<file path="config.mk">
export PLATFORM = sky130hd
export DESIGN_NAME = nanorv32_trace_buffer
export DESIGN_NICKNAME = d
export VERILOG_FILES = /design/src/rtl/nanorv32_trace_buffer.sv
export SDC_FILE = /design/constraint.sdc
export NUM_CORES = 2
export LEC_CHECK = 0
export CORE_MARGIN = 2
export CORE_UTILIZATION = 57
export DETAILED_ROUTE_END_ITERATION = 10
export GPL_TIMING_DRIVEN = 0
export PLACE_DENSITY = 0.76
export SLEW_MARGIN = 20
export SYNTH_ARGS = -nofsm -noshare
export SYNTH_HDL_FRONTEND = slang
export SYNTH_SLANG_ARGS = --single-unit
</file>
<file path="constraint.sdc">
create_clock -name clk -period 2.9 [get_ports clk]
set_clock_uncertainty 0.05 [all_clocks]
set_input_delay 0.435 -clock clk [delete_from_list [all_inputs] [get_ports clk]]
set_output_delay 0.435 -clock clk [all_outputs]
set_load 0.02 [all_outputs]
</file>
<file path="src/rtl/nanorv32_trace_buffer.sv">
// rtl/nanorv32_trace_buffer.sv - in-order retirement trace buffer with load/store completion tracking
//
// Captures every retired instruction into a DEPTH-slot record FIFO. ALU records are complete
// on capture. Load/store records wait for their data-bus completion; the slot index is held
// in a pending queue of MAX_OUTSTANDING entries. Records leave strictly in program order on a
// valid/ready stream.
//
// Ports:
//   clk, rst_n                        clock, asynchronous active-low reset
//   ret_valid, ret_pc, ret_instr      retirement capture
//   ret_wr_en, ret_rd_idx, ret_rd_data
//   ret_kind, ret_addr                0=ALU, 1=load, 2=store, 3=treated as ALU
//   dbus_done, dbus_data              completion of the oldest outstanding transfer
//   out_valid, out_ready, out_*       head record stream
//   overflow, drop_cnt                sticky drop flag, saturating drop counter
//   protocol_err                      sticky: completion with nothing outstanding
module nanorv32_trace_buffer #(
    parameter int XLEN            = 32,
    parameter int INSTR_WIDTH     = 32,
    parameter int DEPTH           = 8,
    parameter int MAX_OUTSTANDING = 2,
    parameter int TS_WIDTH        = 32
) (
    input  logic                   clk,
    input  logic                   rst_n,
    input  logic                   ret_valid,
    input  logic [XLEN-1:0]        ret_pc,
    input  logic [INSTR_WIDTH-1:0] ret_instr,
    input  logic                   ret_wr_en,
    input  logic [4:0]             ret_rd_idx,
    input  logic [XLEN-1:0]        ret_rd_data,
    input  logic [1:0]             ret_kind,
    input  logic [XLEN-1:0]        ret_addr,
    input  logic                   dbus_done,
    input  logic [XLEN-1:0]        dbus_data,
    output logic                   out_valid,
    input  logic                   out_ready,
    output logic [XLEN-1:0]        out_pc,
    output logic [INSTR_WIDTH-1:0] out_instr,
    output logic                   out_wr_en,
    output logic [4:0]             out_rd_idx,
    output logic [XLEN-1:0]        out_rd_data,
    output logic [1:0]             out_kind,
    output logic [XLEN-1:0]        out_addr,
    output logic [XLEN-1:0]        out_mem_data,
    output logic [TS_WIDTH-1:0]    out_ts,
    output logic                   overflow,
    output logic [TS_WIDTH-1:0]    drop_cnt,
    output logic                   protocol_err
);

    localparam int AW = $clog2(DEPTH);
    // Pending index width is at least 1 so MAX_OUTSTANDING=1 still has a legal slice;
    // the mask then pins the index to entry 0.
    localparam int PIW     = (MAX_OUTSTANDING > 1) ? $clog2(MAX_OUTSTANDING) : 1;
    localparam int PMASK_I = MAX_OUTSTANDING - 1;
    localparam int PMAX_I  = MAX_OUTSTANDING;
    localparam logic [PIW-1:0] PMASK = PMASK_I[PIW-1:0];
    localparam logic [PIW:0]   PFULL = PMAX_I[PIW:0];

    localparam logic [1:0] KIND_ALU  = 2'd0;
    localparam logic [1:0] KIND_LOAD = 2'd1;

    logic [XLEN-1:0]        s_pc      [DEPTH];
    logic [INSTR_WIDTH-1:0] s_instr   [DEPTH];
    logic                   s_wr_en   [DEPTH];
    logic [4:0]             s_rd_idx  [DEPTH];
    logic [XLEN-1:0]        s_rd_data [DEPTH];
    logic [1:0]             s_kind    [DEPTH];
    logic [XLEN-1:0]        s_addr    [DEPTH];
    logic [XLEN-1:0]        s_mem     [DEPTH];
    logic [TS_WIDTH-1:0]    s_ts      [DEPTH];
    logic                   s_done    [DEPTH];

    logic [AW-1:0]  pnd_q [2**PIW];

    logic [AW:0]    wptr, rptr;
    logic [PIW:0]   pnd_wptr, pnd_rptr;
    logic [TS_WIDTH-1:0] ts;

    logic [AW-1:0]  widx, ridx, cslot;
    logic [PIW-1:0] pnd_widx, pnd_ridx;
    logic [PIW:0]   pnd_cnt;
    logic           fifo_full, fifo_empty, pnd_full, pnd_empty;
    logic [1:0]     kind_n;
    logic           is_mem, accept, drop, complete, pop;

    assign widx       = wptr[AW-1:0];
    assign ridx       = rptr[AW-1:0];
    assign fifo_empty = (wptr == rptr);
    assign fifo_full  = (wptr[AW] != rptr[AW]) && (widx == ridx);

    assign pnd_widx  = pnd_wptr[PIW-1:0] & PMASK;
    assign pnd_ridx  = pnd_rptr[PIW-1:0] & PMASK;
    assign pnd_cnt   = pnd_wptr - pnd_rptr;
    assign pnd_empty = (pnd_cnt == '0);
    assign pnd_full  = (pnd_cnt == PFULL);
    assign cslot     = pnd_q[pnd_ridx];

    assign kind_n   = (ret_kind == 2'd3) ? KIND_ALU : ret_kind;
    assign is_mem   = (kind_n != KIND_ALU);
    // Room is judged on registered state only; a same-cycle pop never frees space.
    assign accept   = ret_valid && !fifo_full && !(is_mem && pnd_full);
    assign drop     = ret_valid && !accept;
    // A completion can only target an entry pending before this cycle, so it can never
    // collide with the slot being written by a same-cycle retire.
    assign complete = dbus_done && !pnd_empty;

    assign out_valid = !fifo_empty && s_done[ridx];
    assign pop       = out_valid && out_ready;

    assign out_pc       = s_pc[ridx];
    assign out_instr    = s_instr[ridx];
    assign out_wr_en    = s_wr_en[ridx];
    assign out_rd_idx   = s_rd_idx[ridx];
    assign out_rd_data  = s_rd_data[ridx];
    assign out_kind     = s_kind[ridx];
    assign out_addr     = s_addr[ridx];
    assign out_mem_data = s_mem[ridx];
    assign out_ts       = s_ts[ridx];

    always_ff @(posedge clk or negedge rst_n) begin
        if (!rst_n) begin
            wptr         <= '0;
            rptr         <= '0;
            pnd_wptr     <= '0;
            pnd_rptr     <= '0;
            ts           <= '0;
            overflow     <= 1'b0;
            drop_cnt     <= '0;
            protocol_err <= 1'b0;
            // Slot storage is cleared too so the muxed outputs read zero during reset.
            for (int i = 0; i < DEPTH; i++) begin
                s_pc[i]      <= '0;
                s_instr[i]   <= '0;
                s_wr_en[i]   <= 1'b0;
                s_rd_idx[i]  <= '0;
                s_rd_data[i] <= '0;
                s_kind[i]    <= '0;
                s_addr[i]    <= '0;
                s_mem[i]     <= '0;
                s_ts[i]      <= '0;
                s_done[i]    <= 1'b0;
            end
            for (int j = 0; j < 2**PIW; j++) begin
                pnd_q[j] <= '0;
            end
        end else begin
            ts <= ts + 1'b1;

            if (accept) begin
                s_pc[widx]      <= ret_pc;
                s_instr[widx]   <= ret_instr;
                s_wr_en[widx]   <= ret_wr_en;
                s_rd_idx[widx]  <= ret_rd_idx;
                s_rd_data[widx] <= ret_rd_data;
                s_kind[widx]    <= kind_n;
                s_addr[widx]    <= ret_addr;
                s_mem[widx]     <= '0;
                s_ts[widx]      <= ts;
                s_done[widx]    <= !is_mem;
                wptr            <= wptr + 1'b1;
                if (is_mem) begin
                    pnd_q[pnd_widx] <= widx;
                    pnd_wptr        <= pnd_wptr + 1'b1;
                end
            end

            if (complete) begin
                s_mem[cslot]  <= dbus_data;
                s_done[cslot] <= 1'b1;
                if (s_kind[cslot] == KIND_LOAD) begin
                    s_rd_data[cslot] <= dbus_data;
                end
                pnd_rptr <= pnd_rptr + 1'b1;
            end else if (dbus_done) begin
                protocol_err <= 1'b1;
            end

            if (pop) begin
                rptr <= rptr + 1'b1;
            end

            if (drop) begin
                overflow <= 1'b1;
                if (drop_cnt != '1) begin
                    drop_cnt <= drop_cnt + 1'b1;
                end
            end
        end
    end

endmodule

</file>
==> impl_metrics.env <==
export IMPL_grt_pass1_vias=49396
export IMPL_ys_seq_area_frac=0.5406
export IMPL_coreArea_sq_um=137000
export IMPL_start_util=0.5718
export IMPL_syn_avg_cell_area_sq_um=16.01
export IMPL_hpwlAfterDp_microns=140000
export IMPL_drt_wl_total_microns=209300
export IMPL_synth_top_flop_cell="dfrtp_1"
export IMPL_fillCellCount=9363
export IMPL_ir_drop_uv=772.1
export IMPL_finalSetupViolations=1560
export IMPL_grt_max_degree=154
export IMPL_slew_limit_headroom=0.3936
export IMPL_synth_area_leaders="dfrtp_1 54%, mux2_2 19%, mux4_2 12%, mux2_1 6.9%, a22o_1 2.9%"
export IMPL_ioPinCount=408
export IMPL_die_y_microns=374.7
export IMPL_drc_errors=0
export IMPL_gp_congestion=0.8623
export IMPL_nets=5747
export IMPL_yosysTopAreaCellShare=0.5406
export IMPL_p_leak_uw=0.04083
export IMPL_synth_enable_flop_cells=0
export IMPL_netlist_top_cells_count="1692 x dfrtp_1, 1328 x mux2_2, 482 x mux2_1, 402 x mux4_2, 256 x a22o_1"
export IMPL_rows=136
export IMPL_synth_top_area_cell="dfrtp_1"
export IMPL_synth_fp_nets=5070
export IMPL_max_cap_violations=0
export IMPL_gr_total_overflow=0
export IMPL_hold_path_class="input pin to flip-flop"
export IMPL_async_reset_ff_frac=1.000
export IMPL_dr_first_iter_drc_count=3476
export IMPL_final_max_slew_viol_count=0
export IMPL_synth_most_common_cell="dfrtp_1"
export IMPL_syn_area_sq_um=78320
export IMPL_yosys_cell_types_count=49
export IMPL_cpPeakStageDelay_ns=0.49
export IMPL_worstSetupPathType="flip-flop to output pin"
export IMPL_clock_sinks=1692
export IMPL_outcome="finished with violations"
export IMPL_port_buffers=407
export IMPL_grt_pass1_wl_microns=316000
export IMPL_final_hold_viol_count=0
export IMPL_stdcell_area_sq_um=92920
export IMPL_syn_to_final_growth_pct=18.64
export IMPL_violations="setup timing"
export IMPL_crit_required_ns=2.41
export IMPL_rsz0062_at_grt="yes"
export IMPL_clock_root_buffer="clkbuf_16"
export IMPL_drive_above_1_share=0.4459
export IMPL_placed_area_sq_um=85180
export IMPL_critPathSlowestCell="mux4_2"
export IMPL_viasPerCell=6.240
export IMPL_cp_arrival_ns=3.12
export IMPL_cts_inserted_buffers=175
export IMPL_place_ws_ns=-1.804
export IMPL_tritoncts="done"
export IMPL_tightest_slew_ns=0.9096
export IMPL_drt_pre_antenna_iters=5
export IMPL_end_kind="output pin"
export IMPL_path_clk_slew_ns=0.06
export IMPL_ys_seq_elements=1692
export IMPL_p_per_area_nw_per_um2=1225
export IMPL_finalCriticalPeriod_ns=3.606
export IMPL_setup_slack_ns=-0.7064
export IMPL_antenna_left=0
export IMPL_clk_path_buf_depth=3
export IMPL_antenna_found_initial=32
export IMPL_wl_per_cell_microns=27.84
export IMPL_dieArea_sq_um=140400
export IMPL_cp_max_fo=7
export IMPL_crit_chain="buf_12, buf_8, buf_16, buf_16, buf_12, buf_6, mux4_2, mux2_4, buf_6"
export IMPL_clock_latency_ns=0.81
export IMPL_ys_warn_count=0
export IMPL_vias=46916
export IMPL_grtUsageTotal=0.2990
export IMPL_syn_inst=4891
export IMPL_cp_start_kind="flip-flop"
export IMPL_die_w_microns=374.7
export IMPL_h_tree_depth=4
export IMPL_period_share=1.244
export IMPL_max_freq_mhz=277.3
per-layer routing:
| layer | track usage | routed length, microns | up-vias |
|---|---|---|---|
| met5 | 0 | 131 | - |
| met4 | 0.1166 | 7442 | 22 |
| met3 | 0.07003 | 14680 | 378 |
| met2 | 0.4695 | 100700 | 1443 |
| met1 | 0.4074 | 86340 | 25227 |
| li1 | - | - | 19846 |
per-stage QoR:
step,TNS [ns],total power (uW),util,hold WS [ns],cells
after floorplan,0,70860,-,0.08941,4891
after global placement,-,87530,0.6179,0.3899,7092
after detailed placement,-1468.75,88910,0.6218,0.3093,7115
after CTS,-858.19,112100,0.6709,0.2580,7446
after global routing,-696.37,119100,0.6783,0.3042,7515
final,-588.25,113800,0.6783,0.3444,7519
state kept, by name, indices dropped and copies added, names as in the netlist, 16 cells and up:
signal,count
s_rd_idx,40
s_ts,256
s_rd_data,256
s_mem,256
s_pc,256
s_addr,256
s_kind,16
s_instr,256
ts,32
drop_cnt,32
cells in the final DEF (no fill, tap or decap), types with 14 or more instances in the layout:
cell / Yosys / final
clkinv_2: 0 / 30
nor2_1: 27 / 23
buf_8: 0 / 21
clkbuf_16: 0 / 194
clkbuf_1: 183 / 161
dlygate4sd2_1: 0 / 58
buf_12: 0 / 34
clkdlybuf4s50_1: 0 / 205
nand2_1: 20 / 20
mux2_4: 0 / 47
mux4_2: 402 / 402
mux2_2: 1328 / 1281
clkbuf_8: 0 / 49
nand4_1: 23 / 23
xnor2_1: 58 / 57
nand3_1: 39 / 36
a22o_1: 256 / 256
clkbuf_2: 0 / 52
dfrtp_1: 1692 / 1692
mux2_1: 482 / 482
buf_4: 110 / 148
inv_1: 14 / 14
xor2_1: 19 / 19
clkbuf_4: 0 / 18
buf_6: 1 / 79
diode_2: 0 / 18
buf_2: 56 / 104
and3_1: 14 / 14
buf_16: 0 / 23
critical path, delay by kind of cell (launching register included):
kind                   cells  cell delay, ns
DFF                        1            0.40
muxes                      2            0.81
buffers and inverters      7            1.05
logic make-up after synthesis:
logic type | synth area share
and+or+nand+nor | 0.01546
AOI/OAI and AO/OA | 0.03080
DFF | 0.5406
xor gates and xnor gates | 0.008819
muxes | 0.3769
adders and majority gates | 0.0009585
buffers and inverters | 0.02649
power by group:
group	internal, uW	total [uW]	switching (uW)
Combinational	28200	52700	24500
Sequential	33400	38400	4960
Clock	13200	22800	9520
Total	74800	114000	39000
timing repair:
action,in CTS,in global routing
hold buffers,3,0
cloned,2,13
hold endpoints to repair,262,0
resized for setup,834,425
setup endpoints to repair,1849,2326
pin swaps,1,7
setup buffers,10,46
final cells by class:
type,instances,area [sq um],share of cell area
flip-flops and latches,1692,42340,0.4557
repair buffers,504,5205,0.05602
inverters,14,52.55,0.0005656
clock buffers,259,5136,0.05528
multi-input cells,2777,34170,0.3677
plain buffers,404,3058,0.03291
well taps,1794,2245,0.02416
diodes,18,45.04,0.0004848
clock inverters,57,671.9,0.007231
worst paths after layout:
path | start | endpoint | slack [ns] | depth (start not counted)
setup / recovery | rptr[0] | out_rd_data[1] | -0.71 | 9
max in group asynchronous | rst_n | s_addr[149] | 0.11 | 7
hold reg to reg | protocol_err | protocol_err | 0.42 | 1
setup reg to reg | rptr[0] | s_rd_data[13] | -0.65 | 11
hold / removal | out_ready | rptr[0] | 0.34 | 4
min in group asynchronous | rst_n | s_instr[113] | 0.47 | 4
Note: power is estimated with default switching activity, not from simulation.
